--- src/rtl/clk_en_gen.sv ---
// Cascaded clock-enable generator with programmable last-stage ratio.
// Produces one-cycle strobes and registered 50% square clocks per stage.
module clk_en_gen #(
    parameter int NUM_STAGES  = 3,
    parameter int PRE_DIV     = 2,
    parameter int STAGE_RATIO = 4,
    parameter int CNT_W       = 8,
    parameter int PHASE_W     = 4
) (
    input  logic                  clk,
    input  logic                  reset,
    input  logic                  enable,
    input  logic                  sync,
    input  logic [CNT_W-1:0]      cfg_ratio,
    input  logic                  cfg_load,
    output logic [NUM_STAGES-1:0] stage_en,
    output logic [NUM_STAGES-1:0] stage_clk,
    output logic [PHASE_W-1:0]    phase,
    output logic                  cfg_busy
);

    localparam int LAST = NUM_STAGES - 1;

    logic [CNT_W-1:0]      cnt_q [NUM_STAGES];
    logic [CNT_W-1:0]      cnt_d [NUM_STAGES];
    logic [CNT_W-1:0]      ratio [NUM_STAGES];
    logic [NUM_STAGES-1:0] clk_d;
    logic [CNT_W-1:0]      active_ratio;
    logic [CNT_W-1:0]      pending_ratio;
    logic [CNT_W-1:0]      clamp_ratio;
    logic                  apply;

    always_comb begin
        for (int i = 0; i < NUM_STAGES; i++) begin
            if (i == 0)
                ratio[i] = CNT_W'(PRE_DIV);
            else if (i == LAST)
                ratio[i] = active_ratio;
            else
                ratio[i] = CNT_W'(STAGE_RATIO);
        end
    end

    // Each stage advances only on the strobe of the stage below it.
    always_comb begin
        logic run;
        logic hit;
        run      = enable & ~sync;
        stage_en = '0;
        clk_d    = '0;
        for (int i = 0; i < NUM_STAGES; i++) begin
            hit = (cnt_q[i] == ratio[i] - CNT_W'(1));
            if (sync)
                cnt_d[i] = '0;
            else if (run)
                cnt_d[i] = hit ? '0 : cnt_q[i] + CNT_W'(1);
            else
                cnt_d[i] = cnt_q[i];
            clk_d[i]    = (cnt_d[i] < (ratio[i] >> 1));
            stage_en[i] = run & hit;
            run         = run & hit;
        end
    end

    always_ff @(posedge clk or negedge reset) begin
        if (!reset) begin
            for (int i = 0; i < NUM_STAGES; i++)
                cnt_q[i] <= '0;
            stage_clk <= '0;
        end else begin
            for (int i = 0; i < NUM_STAGES; i++)
                cnt_q[i] <= cnt_d[i];
            if (sync)
                stage_clk <= '1;
            else if (enable)
                stage_clk <= clk_d;
        end
    end

    assign clamp_ratio = (cfg_ratio < CNT_W'(2)) ? CNT_W'(2) : cfg_ratio;
    assign apply       = stage_en[LAST] | sync;

    // A load that lands on a boundary skips the pending stage entirely.
    always_ff @(posedge clk or negedge reset) begin
        if (!reset) begin
            active_ratio  <= CNT_W'(STAGE_RATIO);
            pending_ratio <= CNT_W'(STAGE_RATIO);
            cfg_busy      <= 1'b0;
        end else if (cfg_load) begin
            pending_ratio <= clamp_ratio;
            if (apply) begin
                active_ratio <= clamp_ratio;
                cfg_busy     <= 1'b0;
            end else begin
                cfg_busy <= 1'b1;
            end
        end else if (apply && cfg_busy) begin
            active_ratio <= pending_ratio;
            cfg_busy     <= 1'b0;
        end
    end

    generate
        if (PHASE_W <= CNT_W) begin : g_phase_trunc
            assign phase = cnt_q[LAST][PHASE_W-1:0];
        end else begin : g_phase_ext
            assign phase = {{(PHASE_W-CNT_W){1'b0}}, cnt_q[LAST]};
        end
    endgenerate

endmodule

--- config.mk ---
export PLATFORM = sky130hd
export DESIGN_NAME = clk_en_gen
export DESIGN_NICKNAME = d
export VERILOG_FILES = /design/src/rtl/clk_en_gen.sv
export SDC_FILE = /design/constraint.sdc
export NUM_CORES = 1
export LEC_CHECK = 0
export BUFFER_PORTS_ARGS = -buffer_cell sky130_fd_sc_hd__buf_2
export CAP_MARGIN = 15
export CORE_MARGIN = 2
export CORE_UTILIZATION = 45
export CTS_CLUSTER_SIZE = 24
export DETAILED_ROUTE_END_ITERATION = 16
export PLACE_DENSITY = 0.68
export SYNTH_ARGS = -nofsm -noshare
export SYNTH_HDL_FRONTEND = slang
export SYNTH_SLANG_ARGS = --single-unit
export TNS_END_PERCENT = 5
--- constraint.sdc ---
create_clock -name clk -period 3.4 [get_ports clk]
set_input_delay 0.68 -clock clk [delete_from_list [all_inputs] [get_ports clk]]
set_output_delay 0.68 -clock clk [all_outputs]
set_load 0.01 [all_outputs]
==> reports/metrics.csv, run 1 <==
stage,metric,value,unit
cts,CTS tree,yes,
setup_path,CP startpoint kind,register,
setup_path,crit-path cells,inv_1 -> ha_1 -> nor3b_1 -> xnor2_1 -> nor4_2 -> a41o_1 -> nor2_1 -> ha_1 -> nand3_1 -> nor2_1 -> nand3_1 -> a2bb2oi_1 -> o211a_1,
sta,final worst slack,0.4530,ns
yosys,Synth top area share,40.74,%
setup_path,crit path buf inv count,1,
grt,global-route wire length before repair,9211,µm
yosys,Synth Register Bits,44,
cts,"Hold-fix buffers, CTS",0,
power,maximum VDD drop,0.2495,mV
cts,post-CTS resize count,0,
cts,Num CTS Buffers,5,
sta,Worst-Margin Slew,1.003,ns
floorplanning,Chip Width,79.72,µm
sta,Final Skew,0.009787,ns
yosys,Syn Nets,278,
detailed_routing,Pre-antenna DRT Iters,4,
yosys,Synth area leader,dfrtp_1,
floorplanning,initial core utilization,46.85,%
min_path,worst hold-check path type,reg -> reg,
cells_and_area,Syn-to-layout area delta,10.57,%
yosys,cell area after synthesis,2580,µm²
detailed_routing,DRC Markers,0,
cts,# clock sinks,44,
cts,CTS Root Cell,clkbuf_8,
sta,RSZ-0062 raised after global routing,false,
detailed_routing,Starting DRT DRC Count,71,
yosys,"top cells by count, synth","dfrtp_1 (42), nor2_1 (24), xor2_1 (18)",
place,Port Buffers,23,
power,Leakage,1.299,nW
detailed_routing,wire length on met3,171,µm
yosys,"top cells by area, synth","dfrtp_1 (41%), xor2_1 (6.1%), ha_1 (5.3%)",
cts,post-CTS setup buffers,0,
detailed_routing,Routed wire per std cell,14.97,µm
sta,minimum clock period,2.947,ns
detailed_routing,post-DR vias/cell,5.410,
floorplanning,die height,79.72,µm
power,Pwr Density,411.1,nW/µm²
cts,"Reg clk slew, reported paths",0.07,ns
detailed_routing,met2 wire length,2594,µm
detailed_routing,Post-Route M1 WL,2405,µm
place,placed cells,341,
sta,"Hold Violations, Final",0,
yosys,"count leader, synth",dfrtp_1,
place,pre-CTS setup slack,0.2779,ns
job,max-cap viol count,0,
sta,Max-slew headroom,33.16,%
floorplanning,IO Pins,24,
setup_path,"CP delay by family, top",simple AND/OR/NAND/NOR gates,
cells_and_area,Final #Nets,300,
power,Clk network pwr share,33.3,%
grt,GRT Util Overall,18.46,%
cts,clk_lat worst skew,0.30,ns
cells_and_area,"Cell Count, Final, Fillers Out",349,
yosys,top_reg_cell synth,dfrtp_1,
place,hpwl dp,3783,µm
grt,vias in the first global route,1996,
cells_and_area,diode count,0,
floorplanning,row count,27,
setup_path,Worst EP arrival,3.13,ns
detailed_routing,via count,1888,
yosys,syn_area_per_cell,10.16,µm²
sta,hold slack,0.4973,ns
yosys,Synth Instances,254,
setup_path,critical path type,reg -> reg,
grt,largest net degree at the start of global routing,45,
grt,initial antenna violation count,0,
setup_path,Worst setup EP type,register,
detailed_routing,highest routed layer,met4,
grt,final global-route overflow total,0,
place,Routability Congestion,0.8511,
setup_path,CP max-delay cell,dfrtp_1,
power,Comb power frac,16.2,%
run_status,outcome,"finished, final reports clean",
sta,Fin Setup TNS,0,ns
power,Sw Ratio,26.09,%
cts,clock buffer depth,2,
yosys,YS warnings,0,
sta,FMAX,339.3,MHz
setup_path,required time worst endpoint,3.58,ns
setup_path,CP Max Fanout,6,
detailed_routing,final wirelength,5223,µm
yosys,Synth async-reset ratio,100.0,%
power,P_int,0.0008668,W
yosys,register area share after synthesis,42.77,%
sta,Max Slew Vio Count,0,
floorplanning,die area,6355,µm²
yosys,Post-synth EDFFs,0,
power,Reg power frac,50.6,%
yosys,synth unique cells,57,
cells_and_area,share of cells above drive strength 1,19.86,%
sta,Final setup viols,0,
cts,H-tree depth,2,
detailed_routing,Routed Antenna Nets,0,
sta,final worst-path cycle share,86.68,%
setup_path,biggest cell delay along the critical path,0.42,ns
power,sw power,0.0003060,W
floorplanning,Placeable Area,5507,µm²
[state kept, by name, indices dropped and copies added, names as in the netlist]
register and cells:
pending_ratio 8, stage_clk 3, phase 4, active_ratio 8
cfg_busy 1, cnt_q 20
[final timing paths]
check | start | endpoint | slack, ns | cells after the start
max | active_ratio[1] | stage_clk[2] | 0.45 | 13
min | pending_ratio[4] | pending_ratio[4] | 0.50 | 1
max reg2reg | active_ratio[1] | stage_clk[2] | 0.45 | 13
min reg2reg | pending_ratio[4] | pending_ratio[4] | 0.50 | 1
max in group asynchronous | reset | pending_ratio[0] | 2.22 | 1
min in group asynchronous | reset | cnt_q[22] | 0.53 | 1
[layout by cell type (no fill, tap or decap), types with 3 or more instances in the layout]
| cell | n |
|---|---|
| a21oi_1 | 11 |
| and3_1 | 5 |
| buf_2 | 23 |
| clkbuf_8 | 5 |
| dfrtp_1 | 42 |
| ha_1 | 11 |
| inv_1 | 15 |
| mux2_1 | 5 |
| mux2_2 | 9 |
| nand2_1 | 16 |
| nand3_1 | 7 |
| nand4_1 | 14 |
| nor2_1 | 24 |
| nor3_1 | 3 |
| o21ai_0 | 4 |
| or3_1 | 3 |
| xnor2_1 | 11 |
| xor2_1 | 18 |
[area by class of cell]
class	count	area, µm²
clock buffer	7	76.32
clock inverter	1	30.03
fill	497	2654
inverter	15	56.30
multi-input combinational	185	1366
sequential	44	1104
tap	72	90.09
timing repair buffer	25	130.1
[worst reg2reg max path: cells and delay by family, from the launching register on]
family                   cells  cell delay (ns)
AND/OR/NAND/NOR              6             1.02
AO/OA/AOI/OAI                3             0.70
adder cells (fa/ha/maj)      2             0.50
flip-flops                   1             0.42
buffers and inverters        1             0.10
XOR/XNOR                     1             0.10
[layer usage]
layer / up-vias / track usage [%]
met5: - / 0
met4: 0 / 5.690
met3: 6 / 3.394
met2: 37 / 31.76
met1: 906 / 23.45
li1: 939 / -
[through the flow]
step           utilization [%]   power, W  cell area [µm²]
6_report                 51.81   0.001173             2853
5_1_grt                  51.81   0.001237             2853
4_1_cts                  51.69   0.001193             2846
3_5_place_dp             49.76  0.0007914             2740
3_3_place_gp             49.76  0.0007847             2740
2_1_floorplan                -  0.0007342             2580
[power groups by stage]
stage	clock network [W]	registers, W	logic, W
3_3_place_gp	0	0.000603	0.000182
3_5_place_dp	0	0.000604	0.000188
6_report	0.000390	0.000593	0.000190
2_1_floorplan	0	0.000595	0.000139
5_1_grt	0.000423	0.000599	0.000215
4_1_cts	0.000411	0.000593	0.000189
[kinds of logic after synthesis]
kind of cell	count (synthesis)	synth area share [%]
mux	15	6.499
fa+ha+maj	11	5.335
xor+xnor	29	9.845
compound gates	36	10.43
buf+inv	25	4.510
flops	44	42.77
simple gates	94	20.61
(Power assumes the default switching activity.)
==> run 2, diff against run 1 <==
--- a/config.mk
+++ b/config.mk
@@ -7,7 +7,6 @@
 export LEC_CHECK = 0
 export BUFFER_PORTS_ARGS = -buffer_cell sky130_fd_sc_hd__buf_2
 export CAP_MARGIN = 15
-export CORE_MARGIN = 2
 export CORE_UTILIZATION = 45
 export CTS_CLUSTER_SIZE = 24
 export DETAILED_ROUTE_END_ITERATION = 16
==> run 2 against run 1 <==
Net effect: sequential power about the same; non-clock buffer count stayed put; core utilization increased by 0.84 points; fmax down 4.5%; critical endpoint unchanged; final cell count unchanged; register-to-register slack worse by 0.14 ns; largest cell class unchanged.
==> reports/metrics.csv, run 2 (synthesized netlist as in run 1, its figures left out) <==
stage,metric,value,unit,change
run_status,outcome,"finished, final reports clean",,unchanged
place,Port Buffers,23,,unchanged
cts,# clock sinks,44,,unchanged
setup_path,R2R depth,13,,unchanged
cells_and_area,most frequent cells in the layout,"dfrtp_1 (42), nor2_1 (24), buf_2 (23)",,unchanged
detailed_routing,Starting DRT DRC Count,51,,was 71
cells_and_area,"Design Area, Final",2899,µm²,was 2853 µm²
setup_path,Worst EP arrival,3.28,ns,was 3.13 ns
cts,clk_lat worst skew,0.30,ns,about the same
sta,Max Slew Vio Count,0,,unchanged
place,placed cell areas,2740,µm²,unchanged
power,Pwr Density,458.1,nW/µm²,was 411.1 nW/µm²
floorplanning,initial core utilization,46.85,%,unchanged
floorplanning,die area,6040,µm²,was 6355 µm²
detailed_routing,post-DR vias/cell,5.513,,was 5.410
cts,post-CTS resize count,0,,unchanged
place,hpwl dp,3709,µm,was 3783 µm
grt,GRT Util Overall,18.60,%,was 18.46%
detailed_routing,DRC Markers,0,,unchanged
grt,vias in the first global route,1917,,"was 1,996"
cells_and_area,number of flip-flops under the largest register name,20,,unchanged
setup_path,required time worst endpoint,3.59,ns,was 3.58 ns
sta,Fin Setup TNS,0,ns,unchanged
cts,"Hold-fix buffers, CTS",0,,unchanged
cells_and_area,biggest registers after layout,"cnt_q x20, active_ratio x8, pending_ratio x8",,unchanged
cells_and_area,diode count,0,,unchanged
power,Clk network pwr share,41.4,%,was 33.3%
grt,final global-route overflow total,0,,unchanged
cts,CTS Root Cell,clkbuf_8,,unchanged
power,Leakage,1.325,nW,was 1.299 nW
min_path,worst hold-check path type,reg -> reg,,unchanged
setup_path,crit path to,stage_clk[2],,unchanged
place,Routability Congestion,0.8156,,was 0.8511
sta,hold slack,0.5006,ns,was 0.4973 ns
sta,FMAX,324.0,MHz,was 339.3 MHz
floorplanning,Placeable Area,5507,µm²,unchanged
floorplanning,row count,27,,unchanged
cts,H-tree depth,2,,unchanged
setup_path,CP Max Fanout,8,,was 6
cells_and_area,"commonest non-fill, non-tap cell in the layout",dfrtp_1,,unchanged
sta,Final setup viols,0,,unchanged
floorplanning,IO Pins,24,,unchanged
cts,Num CTS Buffers,5,,unchanged
power,Sw Ratio,23.69,%,was 26.09%
grt,global-route wire length before repair,8783,µm,was 9211 µm
cells_and_area,Final #Nets,300,,unchanged
grt,initial antenna violation count,0,,unchanged
setup_path,reg2reg start,active_ratio[1],,unchanged
setup_path,flop-to-flop setup slack,0.31,ns,was 0.45 ns
detailed_routing,final wirelength,5049,µm,was 5223 µm
cts,"Reg clk slew, reported paths",0.08,ns,was 0.07 ns
setup_path,critical path type,reg -> reg,,unchanged
sta,minimum clock period,3.087,ns,was 2.947 ns
sta,"Hold Violations, Final",0,,unchanged
floorplanning,Chip Width,77.72,µm,was 79.72 µm
setup_path,reg-to-reg endpoint,stage_clk[2],,unchanged
detailed_routing,Routed wire per std cell,14.47,µm,was 14.97 µm
power,Reg power frac,44.6,%,was 50.6%
sta,final worst-path cycle share,90.78,%,was 86.68%
job,max-cap viol count,0,,unchanged
sta,Worst-Margin Slew,0.9727,ns,was 1.003 ns
detailed_routing,Routed Antenna Nets,0,,unchanged
cts,clock buffer depth,2,,unchanged
power,Pwr Total,0.001328,W,was 0.001173 W
setup_path,Worst setup EP type,register,,unchanged
sta,Max-slew headroom,35.15,%,was 33.16%
place,pre-CTS setup slack,0.2263,ns,was 0.2779 ns
power,P_int,0.001013,W,was 0.0008668 W
power,maximum VDD drop,0.2930,mV,was 0.2495 mV
setup_path,CP startpoint kind,register,,unchanged
sta,final worst slack,0.3134,ns,was 0.4530 ns
cells_and_area,share of cells above drive strength 1,20.22,%,was 19.86%
floorplanning,die height,77.72,µm,was 79.72 µm
cts,CTS tree,yes,,unchanged
cells_and_area,Syn-to-layout area delta,12.37,%,was 10.57%
setup_path,CP Launch Point,active_ratio[1],,unchanged
cts,post-CTS setup buffers,0,,unchanged
detailed_routing,via count,1924,,"was 1,888"
cells_and_area,Largest Register,cnt_q,,unchanged
sta,Final Skew,0.004647,ns,was 0.009787 ns
sta,RSZ-0062 raised after global routing,false,,unchanged
detailed_routing,Pre-antenna DRT Iters,4,,unchanged
grt,largest net degree at the start of global routing,45,,unchanged
power,Comb power frac,13.9,%,was 16.2%
power,sw power,0.0003146,W,was 0.0003060 W
==> run 2: worst min-delay path by stage <==
stage	startpoint	end	slack [ns]	depth (start not counted)
after floorplan	reset	active_ratio[0]	0.38	0
after global placement	pending_ratio[4]	pending_ratio[4]	0.48	1
after detailed placement	stage_clk[0]	stage_clk[0]	0.48	2
after CTS	stage_clk[0]	stage_clk[0]	0.50	2
after global routing	pending_ratio[4]	pending_ratio[4]	0.52	1
final	stage_clk[0]	stage_clk[0]	0.50	2
==> run 2: cell type report <==
| class | count | area, µm² |
|---|---|---|
| Fill cell | 487 | 2608 |
| Multi-Input combinational cell | 185 | 1360 |
| Sequential cell | 44 | 1104 |
| Timing Repair Buffer | 25 | 130.1 |
| Clock inverter | 3 | 90.09 |
| Tap cell | 72 | 90.09 |
| Clock buffer | 5 | 68.82 |
| Inverter | 15 | 56.30 |
==> run 2: stage by stage <==
| stage | util (%) | std cells |
|---|---|---|
| 2_1_floorplan | - | 254 |
| 3_3_place_gp | 49.76 | 341 |
| 3_5_place_dp | 49.76 | 341 |
| 4_1_cts | 52.65 | 349 |
| 5_1_grt | 52.65 | 349 |
| 6_report | 52.65 | 349 |
==> run 2: metal layers <==
| metal | part of all wire, % | global-route usage (%) |
|---|---|---|
| met1 | 47 | 23.13 |
| met5 | 0 | 0 |
| met2 | 48 | 31.68 |
| met3 | 3.5 | 5.294 |
| met4 | 1.5 | 4.528 |
==> run 2: critical path, stage by stage (launching register included) <==
cell       delay (ns)
dfrtp_1          0.41
inv_1            0.10
ha_1             0.21
nor3b_1          0.28
xnor2_1          0.10
nor4_1           0.41
a41o_1           0.38
nor2_1           0.11
ha_1             0.30
nand3_1          0.10
nor2_1           0.13
nand3_1          0.10
a2bb2oi_1        0.15
o211a_1          0.22
==> run 2: power groups by stage <==
stage          Clock (W)  Sequential [W]  Combinational (W)
6_report        0.000550        0.000593           0.000185
5_1_grt         0.000578        0.000599           0.000208
4_1_cts         0.000563        0.000593           0.000187
3_5_place_dp           0        0.000604           0.000187
3_3_place_gp           0        0.000603           0.000182
2_1_floorplan          0        0.000595           0.000139
